<file path="src/rtl/serial_add_seq.sv">
// rtl/serial_add_seq.sv - bit-serial two-operand adder sequencer around one full-adder slice
// Optional signed-overflow output enabled by defining SERIAL_ADD_OVF_EN.
module serial_add_seq #(
    parameter int WIDTH = 8
) (
    input  logic             clk,
    input  logic             rst,
    input  logic             start,
    input  logic [WIDTH-1:0] a_in,
    input  logic [WIDTH-1:0] b_in,
    input  logic             cin,
    output logic             busy,
    output logic             done,
    output logic [WIDTH-1:0] sum,
`ifdef SERIAL_ADD_OVF_EN
    output logic             cout,
    output logic             ovf
`else
    output logic             cout
`endif
);

    localparam int CW = (WIDTH > 1) ? $clog2(WIDTH) : 1;
    localparam logic [CW-1:0] CNT_LAST = CW'(WIDTH - 1);

    typedef enum logic [1:0] {
        S_IDLE  = 2'd0,
        S_SHIFT = 2'd1,
        S_DONE  = 2'd2
    } state_t;

    state_t           state_q, state_d;
    logic [WIDTH-1:0] a_sr_q, a_sr_d;
    logic [WIDTH-1:0] b_sr_q, b_sr_d;
    logic [WIDTH-1:0] res_q, res_d;
    logic             carry_q, carry_d;
    logic [CW-1:0]    cnt_q, cnt_d;
    logic             fa_s, fa_co;
`ifdef SERIAL_ADD_OVF_EN
    logic             ovf_q, ovf_d;
`endif

    // The single adder slice: always fed from the shift-register LSBs and the carry flop.
    always_comb begin
        fa_s  = a_sr_q[0] ^ b_sr_q[0] ^ carry_q;
        fa_co = (a_sr_q[0] & b_sr_q[0]) | (a_sr_q[0] & carry_q) | (b_sr_q[0] & carry_q);
    end

    always_comb begin
        state_d = state_q;
        a_sr_d  = a_sr_q;
        b_sr_d  = b_sr_q;
        res_d   = res_q;
        carry_d = carry_q;
        cnt_d   = cnt_q;
`ifdef SERIAL_ADD_OVF_EN
        ovf_d   = ovf_q;
`endif
        case (state_q)
            S_IDLE: begin
                if (start) begin
                    state_d = S_SHIFT;
                    a_sr_d  = a_in;
                    b_sr_d  = b_in;
                    carry_d = cin;
                    res_d   = '0;
                    cnt_d   = '0;
`ifdef SERIAL_ADD_OVF_EN
                    ovf_d   = 1'b0;
`endif
                end
            end
            S_SHIFT: begin
                a_sr_d  = {1'b0, a_sr_q[WIDTH-1:1]};
                b_sr_d  = {1'b0, b_sr_q[WIDTH-1:1]};
                // Sum bits enter at the top so the LSB lands at bit 0 after WIDTH shifts.
                res_d   = {fa_s, res_q[WIDTH-1:1]};
                carry_d = fa_co;
                cnt_d   = cnt_q + CW'(1);
                if (cnt_q == CNT_LAST) begin
                    state_d = S_DONE;
`ifdef SERIAL_ADD_OVF_EN
                    ovf_d   = carry_q ^ fa_co;
`endif
                end
            end
            S_DONE: begin
                state_d = S_IDLE;
            end
            default: begin
                state_d = S_IDLE;
            end
        endcase
    end

    always_ff @(posedge clk) begin
        if (rst) begin
            state_q <= S_IDLE;
            a_sr_q  <= '0;
            b_sr_q  <= '0;
            res_q   <= '0;
            carry_q <= 1'b0;
            cnt_q   <= '0;
`ifdef SERIAL_ADD_OVF_EN
            ovf_q   <= 1'b0;
`endif
        end else begin
            state_q <= state_d;
            a_sr_q  <= a_sr_d;
            b_sr_q  <= b_sr_d;
            res_q   <= res_d;
            carry_q <= carry_d;
            cnt_q   <= cnt_d;
`ifdef SERIAL_ADD_OVF_EN
            ovf_q   <= ovf_d;
`endif
        end
    end

    assign busy = (state_q != S_IDLE);
    assign done = (state_q == S_DONE);
    assign sum  = res_q;
    assign cout = carry_q;
`ifdef SERIAL_ADD_OVF_EN
    assign ovf  = ovf_q;
`endif

endmodule

</file>
<file path="config.mk">
export PLATFORM = sky130hd
export DESIGN_NAME = serial_add_seq
export DESIGN_NICKNAME = d
export VERILOG_FILES = /design/src/rtl/serial_add_seq.sv
export SDC_FILE = /design/constraint.sdc
export NUM_CORES = 1
export LEC_CHECK = 0
export ABC_CLOCK_PERIOD_IN_PS = 2700
export BUFFER_PORTS_ARGS = -buffer_cell sky130_fd_sc_hd__clkbuf_2
export CORE_MARGIN = 2
export CORE_UTILIZATION = 55
export DETAILED_ROUTE_END_ITERATION = 16
export PLACE_DENSITY = 0.8
export SLEW_MARGIN = 40
export SYNTH_ARGS = -nofsm -noshare
export SYNTH_HDL_FRONTEND = slang
export SYNTH_SLANG_ARGS = --single-unit
</file>
<file path="constraint.sdc">
create_clock -name clk -period 2.7 [get_ports clk]
set_clock_uncertainty 0.15 [all_clocks]
set_input_delay 0.675 -clock clk [delete_from_list [all_inputs] [get_ports clk]]
set_output_delay 0.675 -clock clk [all_outputs]
set_load 0.05 [all_outputs]
</file>
# Word-level counts from Yosys, hierarchy flattened
# Index checks and enable logic that the tools add are counted.
# word_totals
reg_bits	30
# classes
addsub	1
n_eq_ne	5
n_mux	13
n_bitwise	7
reduce_logical	5
# op_table
cell	n
8-bit case mux with 2 select lines	3
8-bit two-way mux	3
3-bit case mux with 2 select lines	1
2-bit two-way mux	2
2-bit inequality test (second input constant)	2
2-bit case mux with 2 select lines	1
2-bit AND reduction	2
2-bit nonzero test	2
3-bit by 1-bit adder with 3-bit output (second input constant)	1
1-bit AND	3
3-bit equality test (second input constant)	1
3-bit two-way mux	1
2-bit by 1-bit equality test with 1-bit output (second input constant)	1
2-bit equality test (second input constant)	1
2-bit logical NOT	1
1-bit bitwise OR	2
1-bit case mux with 2 select lines	1
1-bit bitwise XOR	2
1-bit two-way mux	1

# Depth between registers and ports, before layout
# logic_depth
depth_word	4
depth_mapped	6

# Worst setup path after synthesis
# No wires, ideal clock.
# synth_timing
path_kind	flip-flop to flip-flop
startpoint	register carry_q, in the netlist cout
endpoint	register res_q[7], in the netlist sum[7]
arrival_time_ns	1.481
setup_slack_ns	0.942
stages_incl_launch_ff	5
path_buffers	0
cell_sequence	dfxtp_1 -> inv_1 -> fa_1 -> a2bb2oi_1 -> nor2_1
# synth_between
elab_chain_cells	2
# synth_rtl
element	line	text
start: declaration	36	logic carry_q, carry_d;
start signal: assignment	112	carry_q <= carry_d;
1-bit bitwise XOR	45	fa_s = a_sr_q[0] ^ b_sr_q[0] ^ carry_q;
8-bit case mux with 2 select lines	59	case (state_q)
end signal: assignment	111	res_q <= res_d;
end: declaration	35	logic [WIDTH-1:0] res_q, res_d;
# Every way passes these cells.
# A chain may end at the register's enable or synchronous reset.

# Worst setup path in the final report
# layout_timing
startpoint	register state_q[0]
endpoint	output port busy
# layout_between
elab_chain_cells	1
# layout_rtl
element	line	text
start: declaration	32	state_t state_q, state_d;
start signal: assignment	108	state_q <= state_d;
2-bit nonzero test	120	assign busy = (state_q != S_IDLE);
end: declaration	12	output logic busy,
# Every way passes these cells.

==> flow_summary.json <==
{
  "pwr-share-clk_pct": 27.8,
  "io_pins": 31,
  "seqCellArea_um2": 601,
  "ys_ff_latch": 30,
  "multiInputGateArea_um2": 596,
  "die_x_um": 52.5,
  "cpMaxStageDelayCell": "dfxtp_1",
  "worstPathMaxFanout": 11,
  "path_class": "reg2out",
  "rsz0062_at_grt": "no",
  "r2r_start": "state_q[1]",
  "regToRegSetupSlack_ps": 990,
  "slew_violations": 0,
  "yosysWarningCount": 0,
  "overflow": 0,
  "drv_cap": 0,
  "min_period_over_period_pct": 77.4,
  "setup_violations": 0,
  "highest_layer": "met4",
  "p_per_area_mw_per_mm2": 584,
  "routedLengthMet1_um": 984,
  "cts_hold_buf": 0,
  "critPathTopFamily": "flip-flops",
  "cp-startpoint": "state_q[0]",
  "layout-drive-gt1-share_pct": 32.9,
  "min_path_cells": 2,
  "ctsHtreeMaxLevel": 2,
  "synth_area_mm2": 0.00130,
  "core_mm2": 0.00221,
  "route.detailed.drc": 0,
  "hold_path.class": "reg2reg",
  "holdWs_ps": 340,
  "nNetsFinal": 181,
  "grt_use_total_pct": 20.1,
  "layout_setup_ws_ps": 609,
  "post_cts_resized": 0,
  "drt-total-wl_mm": 2.33,
  "synthToLayoutAreaGrowth_pct": 12.3,
  "ff2ff_path_depth": 3,
  "num_rows": 17,
  "switching_share_pct": 27.7,
  "power_w": 0.000849,
  "seq_area_frac_synth_pct": 46.3,
  "wl_met2_mm": 1.20,
  "fin_tns_setup_ps": 0,
  "cts_tree": "yes",
  "avgSynthCellArea_um2": 9.82,
  "cts-root-buf": "clkbuf_4",
  "cp_cell_sequence": "or2_2, clkbuf_2",
  "end_kind": "output pin",
  "status": "finished clean",
  "drt_iter0_drc": 16,
  "cp-endpoint": "busy",
  "syn_nets": 155,
  "via_per_inst": 5.49,
  "grt_pass1_vias": 950,
  "clk_latency_ps": 320,
  "power.switching_w": 0.000236,
  "postSynthCellCount": 132,
  "gp_congestion": 0.716,
  "seq_power_share_pct": 57.2,
  "fmax_mhz": 478,
  "tightest_slew_ps": 746,
  "num_vias": 1021,
  "initial_utilization_pct": 58.6,
  "p_leak_nw": 0.615,
  "ir_drop_mv": 0.386,
  "cp.depth": 2,
  "critPathArrivalTime_ps": 1270,
  "post_drt_wl_per_cell_um": 12.5,
  "dp_cells": 179,
  "worstPathRequired_ps": 1880,
  "cts_buffers": 5,
  "dp_hpwl_mm": 1.64,
  "ant_nets": 0,
  "die_h_um": 52.5,
  "portBuffers": 30,
  "clk_pin_slew_ps": 90,
  "pwr-share-comb_pct": 15.0,
  "cts_setup_buffers": 0,
  "n_antenna_cell": 0,
  "rr_endpoint": "b_sr_q[0]",
  "dp_slack_ps": 710,
  "grt_max_degree": 18,
  "intPower_w": 0.000614,
  "clk_path_buf_depth": 2,
  "instances_no_fill": 186,
  "critPathBufInv": 1,
  "grt_pass1_wl_mm": 4.02,
  "cts_num_sinks": 30,
  "timing.final.crit_period_ps": 2090,
  "die-area_mm2": 0.00276,
  "antenna_found_initial": 0,
  "n_fill_cell": 189,
  "relSlewSlack_pct": 50.3,
  "hold_viol": 0,
  "dr.pass1.iters": 4,
  "wl_met3_um": 128,
  "synth_cell_types": 27,
  "slowest_delay_ps": 400,
  "crit_path_start_kind": "register"
}
-- Yosys cell counts --
cell        n  share of area (%)
clkbuf_2    1               0.39
o21bai_1    1               0.58
or2b_1      1               0.58
o21ai_0     2               0.77
or2_2       1               0.48
o21ba_2     1               0.77
nor2_1     36                 10
o221ai_1    4                2.7
and2b_1     1               0.58
buf_6       2                1.7
buf_2       3                1.2
o221a_2     1               0.87
nand3b_1    2                1.2
nor3_1      2               0.77
o221ai_2   10                 12
ha_1        2                1.9
a21oi_1     5                1.9
inv_1       5                1.4
buf_12      1                1.5
a22oi_1     9                5.2
dfxtp_1    30                 46
mux2i_1     2                1.5
clkbuf_1    5                1.4
a2bb2oi_1   1               0.68
or3b_4      1               0.87
nor2b_1     2               0.97
fa_1        1                1.5
-- final cells by class --
class / instances / share of cell area [%]
well taps: 28 / 2.41
flip-flops and latches: 30 / 41.3
inverters: 5 / 1.29
multi-input cells: 85 / 40.9
clock inverters: 2 / 0.688
repair buffers: 31 / 10.8
clock buffers: 5 / 2.58
-- sequential cells by signal (all words and copies together), names as in the netlist --
name	count
sum	8
state_q	2
cout	1
b_sr_q	8
a_sr_q	8
cnt_q	3
-- worst reg2reg max path, delay by kind of cell (launching register included) --
family,cells,cell delay [ps]
AOI/OAI and AO/OA,2,400
DFF,1,470
and+or+nand+nor,1,640
-- cells by family after synthesis --
family                   after synthesis  synth area share, %
AND/OR/NAND/NOR                       46                 15.8
adder cells (fa/ha/maj)                3                 3.47
AO/OA/AOI/OAI                         34                 25.1
flip-flops                            30                 46.3
buffers and inverters                 17                 7.72
multiplexers                           2                 1.54
-- cells in the final DEF (no fill, tap or decap), types with 2 or more instances in the layout --
cell      instances
nor3_1            2
mux2i_1           2
o21ai_0           2
ha_1              2
o221ai_2         10
clkbuf_2         30
a22oi_1           9
inv_1             5
dfxtp_1          30
clkinv_2          2
clkbuf_4          5
a21oi_1           5
nor2b_1           2
nand3b_1          2
nor2_1           36
o221ai_1          4
-- how the worst min path moves through the flow --
stage                          from   endpoint
after floorplan           a_sr_q[1]  a_sr_q[1]
after global placement    b_sr_q[1]  b_sr_q[1]
after detailed placement  a_sr_q[3]  a_sr_q[3]
after global routing      b_sr_q[1]  b_sr_q[1]
after CTS                 a_sr_q[3]  a_sr_q[3]
final                     a_sr_q[2]  a_sr_q[2]
-- stage by stage --
step	util, %	instance area [um2]
final	65.8	1460
after global routing	65.8	1460
after CTS	65.8	1460
after detailed placement	63.6	1410
after global placement	63.6	1410
after floorplan	-	1300
-- per-layer routing --
layer,global-route usage [%],vias up
li1,-,516
met1,22.7,472
met2,34.0,29
met3,6.00,4
met4,10.3,0
met5,0,-
-- power groups by stage --
stage	combinational, W	sequential, W	clock, W
after detailed placement	0.000128	0.000496	0
after global routing	0.000143	0.000489	0.000263
final	0.000127	0.000486	0.000236
after global placement	0.000124	0.000495	0
after CTS	0.000128	0.000486	0.000246
after floorplan	0.0000956	0.000501	0
No activity file was read; power rests on OpenSTA's default activity.
